`src/rtl/atm_account_server.sv`:
```
// Account store and request responder for the ATM subsystem: one request at a
// time, checked in priority order, applied to a small per-account register file.
module atm_account_server #(
  parameter int          NUM_ACCOUNTS = 4,
  parameter int          INIT_BALANCE = 1000,
  parameter logic [16:0] DEFAULT_PIN  = 17'h01234,
  parameter int          MAX_TRIES    = 3
) (
  input  logic        clk,
  input  logic        reset,
  input  logic        req_valid,
  output logic        req_ready,
  input  logic [2:0]  req_opcode,
  input  logic [16:0] req_account,
  input  logic [16:0] req_password,
  input  logic [16:0] req_dest_account,
  input  logic [18:0] req_amount,
  input  logic [16:0] req_new_pin,
  output logic        rsp_valid,
  input  logic        rsp_ready,
  output logic [2:0]  rsp_status,
  output logic [18:0] rsp_balance
);

  localparam int IW = (NUM_ACCOUNTS > 1) ? $clog2(NUM_ACCOUNTS) : 1;
  localparam int CW = $clog2(MAX_TRIES + 1);
  localparam logic [16:0] NUM_ACC  = 17'(NUM_ACCOUNTS);
  localparam logic [18:0] INIT_BAL = 19'(INIT_BALANCE);
  localparam logic [CW-1:0] TRIES  = CW'(MAX_TRIES);

  localparam logic [2:0] S_IDLE   = 3'd0;
  localparam logic [2:0] S_CHECK  = 3'd1;
  localparam logic [2:0] S_EXEC   = 3'd2;
  localparam logic [2:0] S_CREDIT = 3'd3;
  localparam logic [2:0] S_RESP   = 3'd4;

  localparam logic [2:0] OP_VERIFY   = 3'd0;
  localparam logic [2:0] OP_BALANCE  = 3'd1;
  localparam logic [2:0] OP_WITHDRAW = 3'd2;
  localparam logic [2:0] OP_DEPOSIT  = 3'd3;
  localparam logic [2:0] OP_TRANSFER = 3'd4;
  localparam logic [2:0] OP_CHPIN    = 3'd5;

  localparam logic [2:0] ST_OK       = 3'd0;
  localparam logic [2:0] ST_BAD_OP   = 3'd1;
  localparam logic [2:0] ST_BAD_ACC  = 3'd2;
  localparam logic [2:0] ST_LOCKED   = 3'd3;
  localparam logic [2:0] ST_BAD_PIN  = 3'd4;
  localparam logic [2:0] ST_INSUFF   = 3'd5;
  localparam logic [2:0] ST_OVERFLOW = 3'd6;

  logic [2:0]  state_q, state_d;
  logic [2:0]  op_q, op_d;
  logic [16:0] acct_q, acct_d;
  logic [16:0] pw_q, pw_d;
  logic [16:0] dest_q, dest_d;
  logic [18:0] amt_q, amt_d;
  logic [16:0] new_pin_q, new_pin_d;
  logic [2:0]  status_q, status_d;
  logic [18:0] bal_q  [NUM_ACCOUNTS];
  logic [18:0] bal_d  [NUM_ACCOUNTS];
  logic [16:0] pin_q  [NUM_ACCOUNTS];
  logic [16:0] pin_d  [NUM_ACCOUNTS];
  logic [CW-1:0] fail_q [NUM_ACCOUNTS];
  logic [CW-1:0] fail_d [NUM_ACCOUNTS];
  logic [NUM_ACCOUNTS-1:0] lock_q, lock_d;
  logic        req_ready_q, req_ready_d;
  logic        rsp_valid_q, rsp_valid_d;
  logic [2:0]  rsp_status_q, rsp_status_d;
  logic [18:0] rsp_balance_q, rsp_balance_d;

  logic [IW-1:0] src_idx_s, dst_idx_s;
  logic [18:0]   src_bal_s, dst_bal_s;
  logic [19:0]   dep_sum_s, dst_sum_s;
  logic          pin_ok_s;
  logic [2:0]    chk_status_s;

  assign src_idx_s = acct_q[IW-1:0];
  assign dst_idx_s = dest_q[IW-1:0];
  assign src_bal_s = bal_q[src_idx_s];
  assign dst_bal_s = bal_q[dst_idx_s];
  // 20-bit sums so a carry into bit 19 flags overflow instead of wrapping
  assign dep_sum_s = {1'b0, src_bal_s} + {1'b0, amt_q};
  assign dst_sum_s = {1'b0, dst_bal_s} + {1'b0, amt_q};
  assign pin_ok_s  = (pw_q == pin_q[src_idx_s]);

  always_comb begin
    chk_status_s = ST_OK;
    if (op_q > OP_CHPIN) begin
      chk_status_s = ST_BAD_OP;
    end else if (acct_q >= NUM_ACC) begin
      chk_status_s = ST_BAD_ACC;
    end else if (lock_q[src_idx_s]) begin
      chk_status_s = ST_LOCKED;
    end else if (!pin_ok_s) begin
      chk_status_s = ST_BAD_PIN;
    end else begin
      case (op_q)
        OP_WITHDRAW: chk_status_s = (amt_q > src_bal_s) ? ST_INSUFF : ST_OK;
        OP_DEPOSIT:  chk_status_s = dep_sum_s[19] ? ST_OVERFLOW : ST_OK;
        OP_TRANSFER: begin
          if (amt_q > src_bal_s) begin
            chk_status_s = ST_INSUFF;
          end else if ((dest_q >= NUM_ACC) || (dest_q == acct_q)) begin
            chk_status_s = ST_BAD_ACC;
          end else if (dst_sum_s[19]) begin
            chk_status_s = ST_OVERFLOW;
          end else begin
            chk_status_s = ST_OK;
          end
        end
        default: chk_status_s = ST_OK;
      endcase
    end
  end

  always_comb begin
    state_d       = state_q;
    op_d          = op_q;
    acct_d        = acct_q;
    pw_d          = pw_q;
    dest_d        = dest_q;
    amt_d         = amt_q;
    new_pin_d     = new_pin_q;
    status_d      = status_q;
    bal_d         = bal_q;
    pin_d         = pin_q;
    fail_d        = fail_q;
    lock_d        = lock_q;
    req_ready_d   = req_ready_q;
    rsp_valid_d   = rsp_valid_q;
    rsp_status_d  = rsp_status_q;
    rsp_balance_d = rsp_balance_q;
    case (state_q)
      S_IDLE: begin
        if (req_valid) begin
          op_d        = req_opcode;
          acct_d      = req_account;
          pw_d        = req_password;
          dest_d      = req_dest_account;
          amt_d       = req_amount;
          new_pin_d   = req_new_pin;
          req_ready_d = 1'b0;
          state_d     = S_CHECK;
        end else begin
          state_d = S_IDLE;
        end
      end
      S_CHECK: begin
        status_d = chk_status_s;
        // Fail counter only moves once the account is known valid and unlocked
        if (chk_status_s == ST_BAD_PIN) begin
          fail_d[src_idx_s] = fail_q[src_idx_s] + CW'(1);
          if (fail_q[src_idx_s] + CW'(1) >= TRIES) begin
            lock_d[src_idx_s] = 1'b1;
          end else begin
            lock_d[src_idx_s] = lock_q[src_idx_s];
          end
        end else if ((op_q <= OP_CHPIN) && (acct_q < NUM_ACC) &&
                     !lock_q[src_idx_s] && pin_ok_s) begin
          fail_d[src_idx_s] = {CW{1'b0}};
        end else begin
          fail_d = fail_q;
        end
        state_d = S_EXEC;
      end
      S_EXEC: begin
        rsp_status_d  = status_q;
        rsp_balance_d = 19'd0;
        if (status_q == ST_OK) begin
          case (op_q)
            OP_WITHDRAW, OP_TRANSFER: begin
              bal_d[src_idx_s] = src_bal_s - amt_q;
              rsp_balance_d    = src_bal_s - amt_q;
            end
            OP_DEPOSIT: begin
              bal_d[src_idx_s] = dep_sum_s[18:0];
              rsp_balance_d    = dep_sum_s[18:0];
            end
            OP_CHPIN: begin
              pin_d[src_idx_s] = new_pin_q;
              rsp_balance_d    = src_bal_s;
            end
            default: rsp_balance_d = src_bal_s;
          endcase
        end else if (status_q == ST_INSUFF) begin
          rsp_balance_d = src_bal_s;
        end else begin
          rsp_balance_d = 19'd0;
        end
        if ((status_q == ST_OK) && (op_q == OP_TRANSFER)) begin
          state_d = S_CREDIT;
        end else begin
          rsp_valid_d = 1'b1;
          state_d     = S_RESP;
        end
      end
      S_CREDIT: begin
        bal_d[dst_idx_s] = dst_sum_s[18:0];
        rsp_valid_d      = 1'b1;
        state_d          = S_RESP;
      end
      S_RESP: begin
        if (rsp_ready) begin
          rsp_valid_d = 1'b0;
          req_ready_d = 1'b1;
          state_d     = S_IDLE;
        end else begin
          state_d = S_RESP;
        end
      end
      default: begin
        rsp_valid_d = 1'b0;
        req_ready_d = 1'b1;
        state_d     = S_IDLE;
      end
    endcase
  end

  always_ff @(posedge clk or negedge reset) begin
    if (!reset) begin
      state_q       <= S_IDLE;
      op_q          <= 3'd0;
      acct_q        <= 17'd0;
      pw_q          <= 17'd0;
      dest_q        <= 17'd0;
      amt_q         <= 19'd0;
      new_pin_q     <= 17'd0;
      status_q      <= ST_OK;
      lock_q        <= {NUM_ACCOUNTS{1'b0}};
      req_ready_q   <= 1'b1;
      rsp_valid_q   <= 1'b0;
      rsp_status_q  <= 3'd0;
      rsp_balance_q <= 19'd0;
      for (int i = 0; i < NUM_ACCOUNTS; i++) begin
        bal_q[i]  <= INIT_BAL;
        pin_q[i]  <= DEFAULT_PIN;
        fail_q[i] <= {CW{1'b0}};
      end
    end else begin
      state_q       <= state_d;
      op_q          <= op_d;
      acct_q        <= acct_d;
      pw_q          <= pw_d;
      dest_q        <= dest_d;
      amt_q         <= amt_d;
      new_pin_q     <= new_pin_d;
      status_q      <= status_d;
      lock_q        <= lock_d;
      req_ready_q   <= req_ready_d;
      rsp_valid_q   <= rsp_valid_d;
      rsp_status_q  <= rsp_status_d;
      rsp_balance_q <= rsp_balance_d;
      for (int i = 0; i < NUM_ACCOUNTS; i++) begin
        bal_q[i]  <= bal_d[i];
        pin_q[i]  <= pin_d[i];
        fail_q[i] <= fail_d[i];
      end
    end
  end

  assign req_ready   = req_ready_q;
  assign rsp_valid   = rsp_valid_q;
  assign rsp_status  = rsp_status_q;
  assign rsp_balance = rsp_balance_q;

endmodule

```
`config.mk`:
```
export PLATFORM = sky130hd
export DESIGN_NAME = atm_account_server
export DESIGN_NICKNAME = d
export VERILOG_FILES = /design/src/rtl/atm_account_server.sv
export SDC_FILE = /design/constraint.sdc
export NUM_CORES = 1
export LEC_CHECK = 0
export ABC_AREA = 0
export BUFFER_PORTS_ARGS = -buffer_cell sky130_fd_sc_hd__buf_2
export CAP_MARGIN = 20
export CORE_MARGIN = 2
export CORE_UTILIZATION = 25
export CTS_BUF_LIST = sky130_fd_sc_hd__clkbuf_4 sky130_fd_sc_hd__clkbuf_8
export CTS_CLUSTER_DIAMETER = 150
export DETAILED_ROUTE_END_ITERATION = 8
export SYNTH_ARGS = -nofsm -noshare
export SYNTH_HDL_FRONTEND = slang
export SYNTH_SLANG_ARGS = --single-unit
```
`constraint.sdc`:
```
create_clock -name clk -period 4.2 [get_ports clk]
set_input_delay 0.63 -clock clk [delete_from_list [all_inputs] [get_ports clk]]
set_output_delay 0.63 -clock clk [all_outputs]
set_load 0.02 [all_outputs]
```
==> run_results.csv, run 1 <==
group,metric,value,unit
outcome,status,"completed",
clock_tree,tritoncts_num_sinks,276,
synth,number_of_synthesized_register_bits,276,
clock_tree,root_buffer,"clkbuf_8",
place,io_buffer_count,117,
place,gp_congestion,0.890,
synth,ys.warnings.count,0,
sta,timing.fmax,0.253,GHz
critical_path,crit_path_max_incr_delay,0.63,ns
route,drt-wirelength-per-cell,19.8,um
route,vias_per_cell,5.09,
sta,slew-limit-headroom,28.2,%
floorplan,floorplan.die_area,65600,um^2
sta,fin_ws,0.252,ns
critical_path,timing.critical_path.arrival,4.41,ns
route,drc,0,
clock_tree,h-tree-depth,2,
synth,instance_count_of_the_mapped_netlist,1428,
synth,syn_nets,1583,
power,cellInternalPower,9.42,mW
grt,number_of_antenna_violations_at_the_first_check_in_global_routing,4,
critical_path,path_type_of_the_worst_setup_path,"reg -> reg",
power,combPwrFrac,56.8,%
grt,global_route_wire_length_before_repair,75500,um
synth,number_of_enable_flip_flop_cells_after_synthesis,0,
sta,timing.clock.skew,0.0504,ns
critical_path,cp_cell_sequence,"buf_12 -> mux4_2 -> ha_1 -> and3_1 -> a221o_1 -> nor3_1 -> nand4b_1 -> o21ai_1 -> o31a_1 -> xnor2_1 -> a21oi_2 -> o221ai_1",
synth,synthesis.area,15900,um^2
clock_tree,clkSlewWorstSetupHoldPaths,0.06,ns
sta,report.final.slew_viol_count,0,
grt,groute.usage.overall,14.6,%
sta,setup_tns,0,ns
route,vias,12500,
sta,hold_violations,0,
power,netSwitchingPower,7.91,mW
sta,worstMarginPinSlew,1.08,ns
power,cellLeakagePower,8.11,nW
clock_tree,clk-insertion-delay-late,0.65,ns
synth,synth-seq-area-share,43.8,%
power,power.share.switching,45.7,%
layout,areaGrowthSynthToFinish,18.2,%
synth,avgSynthCellArea,11.1,um^2
synth,cell_variety_after_synth,76,
route,dr.pass1.iters,5,
synth,proportion_of_netlist_area_held_by_the_largest_area_contributor,36.4,%
critical_path,endpoint_kind,"flip-flop",
run,cap_viol_max_count,0,
floorplan,rows,92,
floorplan,initial_core_util,25.3,%
synth,synth-main-ff-cell,"dfrtp_1",
grt,grt_start_max_net_pins,103,
grt,gr-total-overflow,0,
power,share_of_total_power_in_the_clock_network,16.5,%
synth,synth_top_cells_by_area,"dfrtp_1 36%, mux2_2 9.9%, mux4_2 7.5%, dfstp_2 7.4%, ha_1 4.6%",
critical_path,crit_slowest_cell,"mux4_2",
critical_path,critical_path_peak_fanout,27,
route,routed_wl,48600,um
power,cellPowerDensity,922,nW/um^2
route,drt_iter0_drc,896,
sta,final_period_minus_worst_setup_slack,3.95,ns
sta,final-setup-viol-count,0,
place,post_dp_cell_area,17600,um^2
power,share_seq_of_total_power,26.7,%
clock_tree,cts_post_setup_buffers_inserted,0,
synth,synth_largest_area_cell,"dfrtp_1",
floorplan,pin_count,118,
layout,final_nets,1723,
layout,finalNonFillerCells,2459,
layout,fin_area,18800,um^2
synth,asyncSetResetFlopFracSynth,100,%
place,dp_hpwl,34300,um
place,placedCellCount,2361,
clock_tree,cts.path.max_buffers,3,
floorplan,core_area,63000,um^2
power,ir_worst_vdd,0.000349,V
sta,whs,0.0149,ns
clock_tree,cts_tree,"built",
floorplan,floorplan.die.height,256,um
grt,grt_pass1_vias,12900,
critical_path,critPathLaunchType,"flip-flop",
layout,final_util,29.8,%
critical_path,worstPathRequired,4.66,ns
power,total_power,17.3,mW
sta,final_min_period_over_clock_period,94.0,%
layout,drive_gt1_share,33.1,%
place,placement.setup.worst_slack,0.146,ns
sta,rsz0062_at_grt,"no",
floorplan,die_width,256,um
route,ant_nets,0,
hold_path,worst_hold_path_type,"in -> async",
clock_tree,cts_buffers,51,
## layout by cell type (no fill, tap or decap), types with 6 or more instances in the layout
| cell | count |
|---|---|
| inv_1 | 40 |
| nand3_1 | 10 |
| nor2_2 | 11 |
| a211oi_1 | 9 |
| dfstp_2 | 45 |
| clkbuf_8 | 62 |
| mux2i_1 | 18 |
| clkbuf_4 | 21 |
| ha_1 | 56 |
| mux4_2 | 53 |
| a221oi_1 | 11 |
| a22oi_1 | 23 |
| buf_2 | 116 |
| buf_4 | 46 |
| a31oi_1 | 10 |
| clkinv_2 | 8 |
| o221ai_1 | 30 |
| o21ai_1 | 21 |
| nand2b_1 | 12 |
| and2_1 | 6 |
| o21a_1 | 6 |
| xor2_1 | 18 |
| mux2_2 | 140 |
| nand2_1 | 115 |
| nor3_1 | 16 |
| o21bai_1 | 14 |
| nor2_1 | 94 |
| o21ai_0 | 62 |
| a21o_1 | 14 |
| nor4_1 | 11 |
| dfrtp_1 | 229 |
| xnor2_1 | 55 |
| a21oi_1 | 67 |
| nor2b_1 | 9 |
| o211ai_1 | 11 |
| nand4_1 | 9 |
| a221o_1 | 41 |
## final timing paths
check	slack, ns	from	cells after the start	to
min reg2reg	0.47	req_ready	2	req_ready
max in group asynchronous	3.13	reset	2	state_q[1]
max reg2reg	0.25	acct_q[0]	12	bal_q[18]
max	0.25	acct_q[0]	12	bal_q[18]
min in group clk	0.18	req_amount[3]	3	amt_q[3]
min	0.01	reset	1	pin_q[32]
## timing repair
action	CTS	global route
hold buffers	0	0
resized for setup	0	3
endpoints found under the setup margin	0	5
## worst max-delay path: cells and delay by family (launching register included)
family | cells | cell delay [ns]
AO/OA/AOI/OAI | 5 | 1.28
flip-flops | 1 | 0.49
adder cells (fa/ha/maj) | 1 | 0.44
multiplexers | 1 | 0.63
AND/OR/NAND/NOR | 3 | 0.56
XOR/XNOR | 1 | 0.10
buffers and inverters | 1 | 0.25
## per-layer routing
metal	GRT usage, %	routed length (um)
met1	19.0	21100
met2	24.1	23000
met3	2.83	3020
met4	5.28	1520
met5	0	13
## synthesized netlist by cell type, types with 4 or more instances
cell type and count:
dfrtp_1 231, mux2_2 140, nand2_1 115, nor2_1 98, a21oi_1 68, o21ai_0 62
ha_1 58, xnor2_1 55, mux4_2 53, clkbuf_1 51, dfstp_2 45, a221o_1 41
inv_1 40, o221ai_1 30, a22oi_1 23, o21ai_1 21, mux2i_1 18, xor2_1 18
nor3_1 16, buf_2 15, a21o_1 14, o21bai_1 14, nand2b_1 12, a221oi_1 11
nor4_1 11, o211ai_1 11, a31oi_1 10, nand3_1 10, a211oi_1 9, nand4_1 9
nor2b_1 9, nor2_2 8, buf_1 7, and2_1 6, o21a_1 6, buf_4 5
o31ai_1 5, or3_1 5, and3_1 4, o22ai_1 4, or2_2 4
## cells by family after synthesis
logic type / count (synthesis) / share of synthesized area (%)
muxes: 214 / 18.8
xor gates and xnor gates: 73 / 4.02
buffers and inverters: 120 / 3.12
and+or+nand+nor: 323 / 9.45
DFF: 276 / 43.8
adders and majority gates: 61 / 4.94
AOI/OAI and AO/OA: 361 / 15.9
## power groups by stage
stage,logic [mW],clock network [mW],registers [mW]
finish,9.84,2.86,4.63
global route,10.7,3.08,4.76
CTS,9.72,2.96,4.62
detailed placement,9.66,0,4.65
global placement,9.53,0,4.60
floorplan,7.07,0,4.35
## registers in the layout, indices dropped and copies added (netlist names), 3 cells and up
name and flops:
state_q 3, fail_q 8, pin_q 68, pw_q 17, new_pin_q 17, op_q 3, rsp_balance 19, lock_q 4
bal_q 76, amt_q 19, rsp_status 3, acct_q 17, status_q 3, dest_q 17
## area by class of cell
type / count / area [um^2]
Clock buffer: 83 / 1010
Multi-Input combinational cell: 1032 / 8470
Tap cell: 846 / 1060
Inverter: 41 / 154
Clock inverter: 13 / 124
Antenna cell: 2 / 5.00
Timing Repair Buffer: 166 / 1000
Sequential cell: 276 / 6970
Fill cell: 6541 / 44200
Power figures use the tool's default switching activity.
==> inputs of run 2 (changes only) <==
--- a/config.mk
+++ b/config.mk
@@ -8,11 +8,14 @@
 export ABC_AREA = 0
 export BUFFER_PORTS_ARGS = -buffer_cell sky130_fd_sc_hd__buf_2
 export CAP_MARGIN = 20
+export CELL_PAD_IN_SITES_DETAIL_PLACEMENT = 1
+export CELL_PAD_IN_SITES_GLOBAL_PLACEMENT = 2
 export CORE_MARGIN = 2
 export CORE_UTILIZATION = 25
 export CTS_BUF_LIST = sky130_fd_sc_hd__clkbuf_4 sky130_fd_sc_hd__clkbuf_8
 export CTS_CLUSTER_DIAMETER = 150
 export DETAILED_ROUTE_END_ITERATION = 8
+export PLACE_DENSITY_LB_ADDON = 0.1
 export SYNTH_ARGS = -nofsm -noshare
 export SYNTH_HDL_FRONTEND = slang
 export SYNTH_SLANG_ARGS = --single-unit
==> run 2 against run 1 <==
  * Clock skew is 0.026 ns lower
  * Final area increased by 1.6%
  * Final cell count is 0.98% higher
  * Combinational power rose by 9.8%
  * Total power is 6.8% higher
  * First-iteration DRC count down 30%
  * Die area unchanged
  * Utilization grew 0.48 points
  * Sequential share of layout area fell by 0.58 points
  * Critical path type unchanged
  * Largest cell class unchanged
==> run_results.csv, run 2 (synthesized netlist as in run 1, its figures left out) <==
group,metric,value,unit
grt,groute.usage.overall,18.2,%
layout,final_common_cell,"dfrtp_1",
grt,grt_start_max_net_pins,81,
sta,report.final.slew_viol_count,0,
route,drt-wirelength-per-cell,23.9,um
place,io_buffer_count,117,
sta,worstMarginPinSlew,0.958,ns
hold_path,min-delay-start,"req_amount[1]",
grt,global_route_wire_length_before_repair,89600,um
critical_path,critPathLaunchType,"flip-flop",
critical_path,path_type_of_the_worst_setup_path,"reg -> reg",
grt,number_of_antenna_violations_at_the_first_check_in_global_routing,1,
layout,final_cell_mix,"228 x dfrtp_1, 140 x mux2_2, 116 x buf_2",
critical_path,buf_inv_on_cp,4,
layout,largest_register,"bal_q",
sta,hold_violations,0,
floorplan,floorplan.die.height,256,um
clock_tree,cts.path.max_buffers,3,
sta,timing.clock.skew,0.0242,ns
clock_tree,tritoncts_num_sinks,276,
power,total_power,18.5,mW
power,share_of_total_power_in_the_clock_network,16.3,%
clock_tree,cts_tree,"built",
critical_path,worstPathRequired,4.76,ns
floorplan,initial_core_util,25.3,%
critical_path,timing.critical_path.arrival,4.52,ns
sta,setup_tns,0,ns
route,dr.pass1.iters,4,
layout,areaGrowthSynthToFinish,20.1,%
route,drt_iter0_drc,626,
sta,slew-limit-headroom,36.0,%
critical_path,crit_slowest_cell,"mux4_2",
grt,grt_pass1_vias,13500,
grt,gr-total-overflow,0,
critical_path,crit_path_max_incr_delay,0.58,ns
sta,fin_ws,0.239,ns
layout,n_fill_cell,7007,
route,vias_per_cell,5.04,
critical_path,critPathTopFamily,"compound AO/OA/AOI/OAI gates",
critical_path,setup.worst_path.start,"acct_q[0]",
floorplan,pin_count,118,
route,routed_wl,59300,um
route,ant_nets,0,
sta,final_period_minus_worst_setup_slack,3.96,ns
critical_path,rr_startpoint,"acct_q[0]",
power,combPwrFrac,58.3,%
outcome,status,"completed",
sta,whs,0.151,ns
clock_tree,h-tree-depth,2,
clock_tree,clk-insertion-delay-late,0.69,ns
floorplan,rows,92,
power,cellPowerDensity,969,nW/um^2
clock_tree,clkSlewWorstSetupHoldPaths,0.06,ns
layout,drive_gt1_share,34.8,%
sta,timing.fmax,0.252,GHz
place,placement.setup.worst_slack,0.0388,ns
critical_path,critical_path_peak_fanout,26,
power,cellLeakagePower,8.26,nW
power,power.share.switching,46.9,%
sta,rsz0062_at_grt,"no",
sta,final-setup-viol-count,0,
clock_tree,cts_buffers,55,
floorplan,floorplan.die_area,65600,um^2
layout,final_util,30.3,%
power,cellInternalPower,9.82,mW
power,ir_worst_vdd,0.000248,V
critical_path,endpoint_kind,"flip-flop",
route,drc,0,
layout,final_nets,1743,
place,gp_congestion,0.787,
power,netSwitchingPower,8.69,mW
hold_path,worst_hold_path_type,"in -> reg",
route,vias,12500,
floorplan,core_area,63000,um^2
run,cap_viol_max_count,0,
power,share_seq_of_total_power,25.5,%
clock_tree,root_buffer,"clkbuf_8",
layout,largest_register_ff_count,76,
critical_path,worst_path_most_repeated_cell,"buf_4",
sta,final_min_period_over_clock_period,94.3,%
floorplan,die_width,256,um
layout,largest_registers,"bal_q: 76 flops, pin_q: 68 flops",
critical_path,cp_cell_sequence,"buf_16 -> mux4_2 -> ha_1 -> buf_4 -> nand2_1 -> and2_1 -> a31oi_1 -> buf_4 -> a21o_1 -> o21ai_1 -> xnor2_1 -> buf_4 -> nand2_1 -> a221oi_1",
place,dp_hpwl,42500,um
==> run 2: worst paths after layout <==
check                                 end  slack, ns  cells after the start
worst min register to register  req_ready       0.47                      2
worst max register to register  bal_q[11]       0.24                     14
min in group asynchronous        amt_q[3]       0.57                      2
worst max-delay path            bal_q[11]       0.24                     14
max in group asynchronous       pin_q[19]       2.67                      3
worst min-delay path             amt_q[1]       0.15                      3
==> run 2: cell type report <==
| cell class | count | area [um^2] | area share, % |
|---|---|---|---|
| Multi-Input combinational cell | 1032 | 8520 | 44.6 |
| Sequential cell | 276 | 6970 | 36.5 |
| Timing Repair Buffer | 182 | 1180 | 6.21 |
| Clock buffer | 98 | 1140 | 5.95 |
| Tap cell | 846 | 1060 | 5.54 |
| Inverter | 41 | 154 | 0.806 |
| Clock inverter | 6 | 62.6 | 0.328 |
| Antenna cell | 2 | 5.00 | 0.0262 |
==> run 2: routing by layer <==
layer  wire, um  part of all wire, %  vias up  GRT usage, %
met3       2340                  3.9       95          2.53
met5          0                    0        -             0
met2      28600                   48      274          30.5
met1      27000                   46     6459          24.3
met4       1350                  2.3        0          5.02
li1           -                    -     5679             -
==> run 2: power by group through the flow <==
stage	Combinational [mW]	Sequential, mW	Clock [mW]
after floorplan	7.07	4.35	0
after global placement	10.7	4.76	0
after detailed placement	10.6	4.77	0
after CTS	10.7	4.74	3.15
after global routing	11.8	4.89	3.26
final	10.8	4.71	3.01
==> run 2: worst register-to-register path, cell delays in order, from the launching register on <==
cell      delay (ns)
dfrtp_4         0.50
buf_16          0.26
mux4_2          0.59
ha_1            0.39
buf_4           0.17
nand2_1         0.07
and2_1          0.16
a31oi_1         0.16
buf_4           0.19
a21o_1          0.25
o21ai_1         0.12
xnor2_1         0.37
buf_4           0.20
nand2_1         0.09
a221oi_1        0.31
==> run 2: what timing repair did <==
item                                    CTS  global route
endpoints found under the setup margin    0            15
buffers inserted                          0             1
hold endpoints to repair                 47             0
hold buffers                              1             0
gates resized for setup                   0            14
==> run 2: through the flow <==
stage	std cells	cell area (um^2)
after floorplan	1428	15900
after global placement	2373	17800
after detailed placement	2374	17800
after CTS	2479	19000
after global routing	2483	19100
final	2483	19100
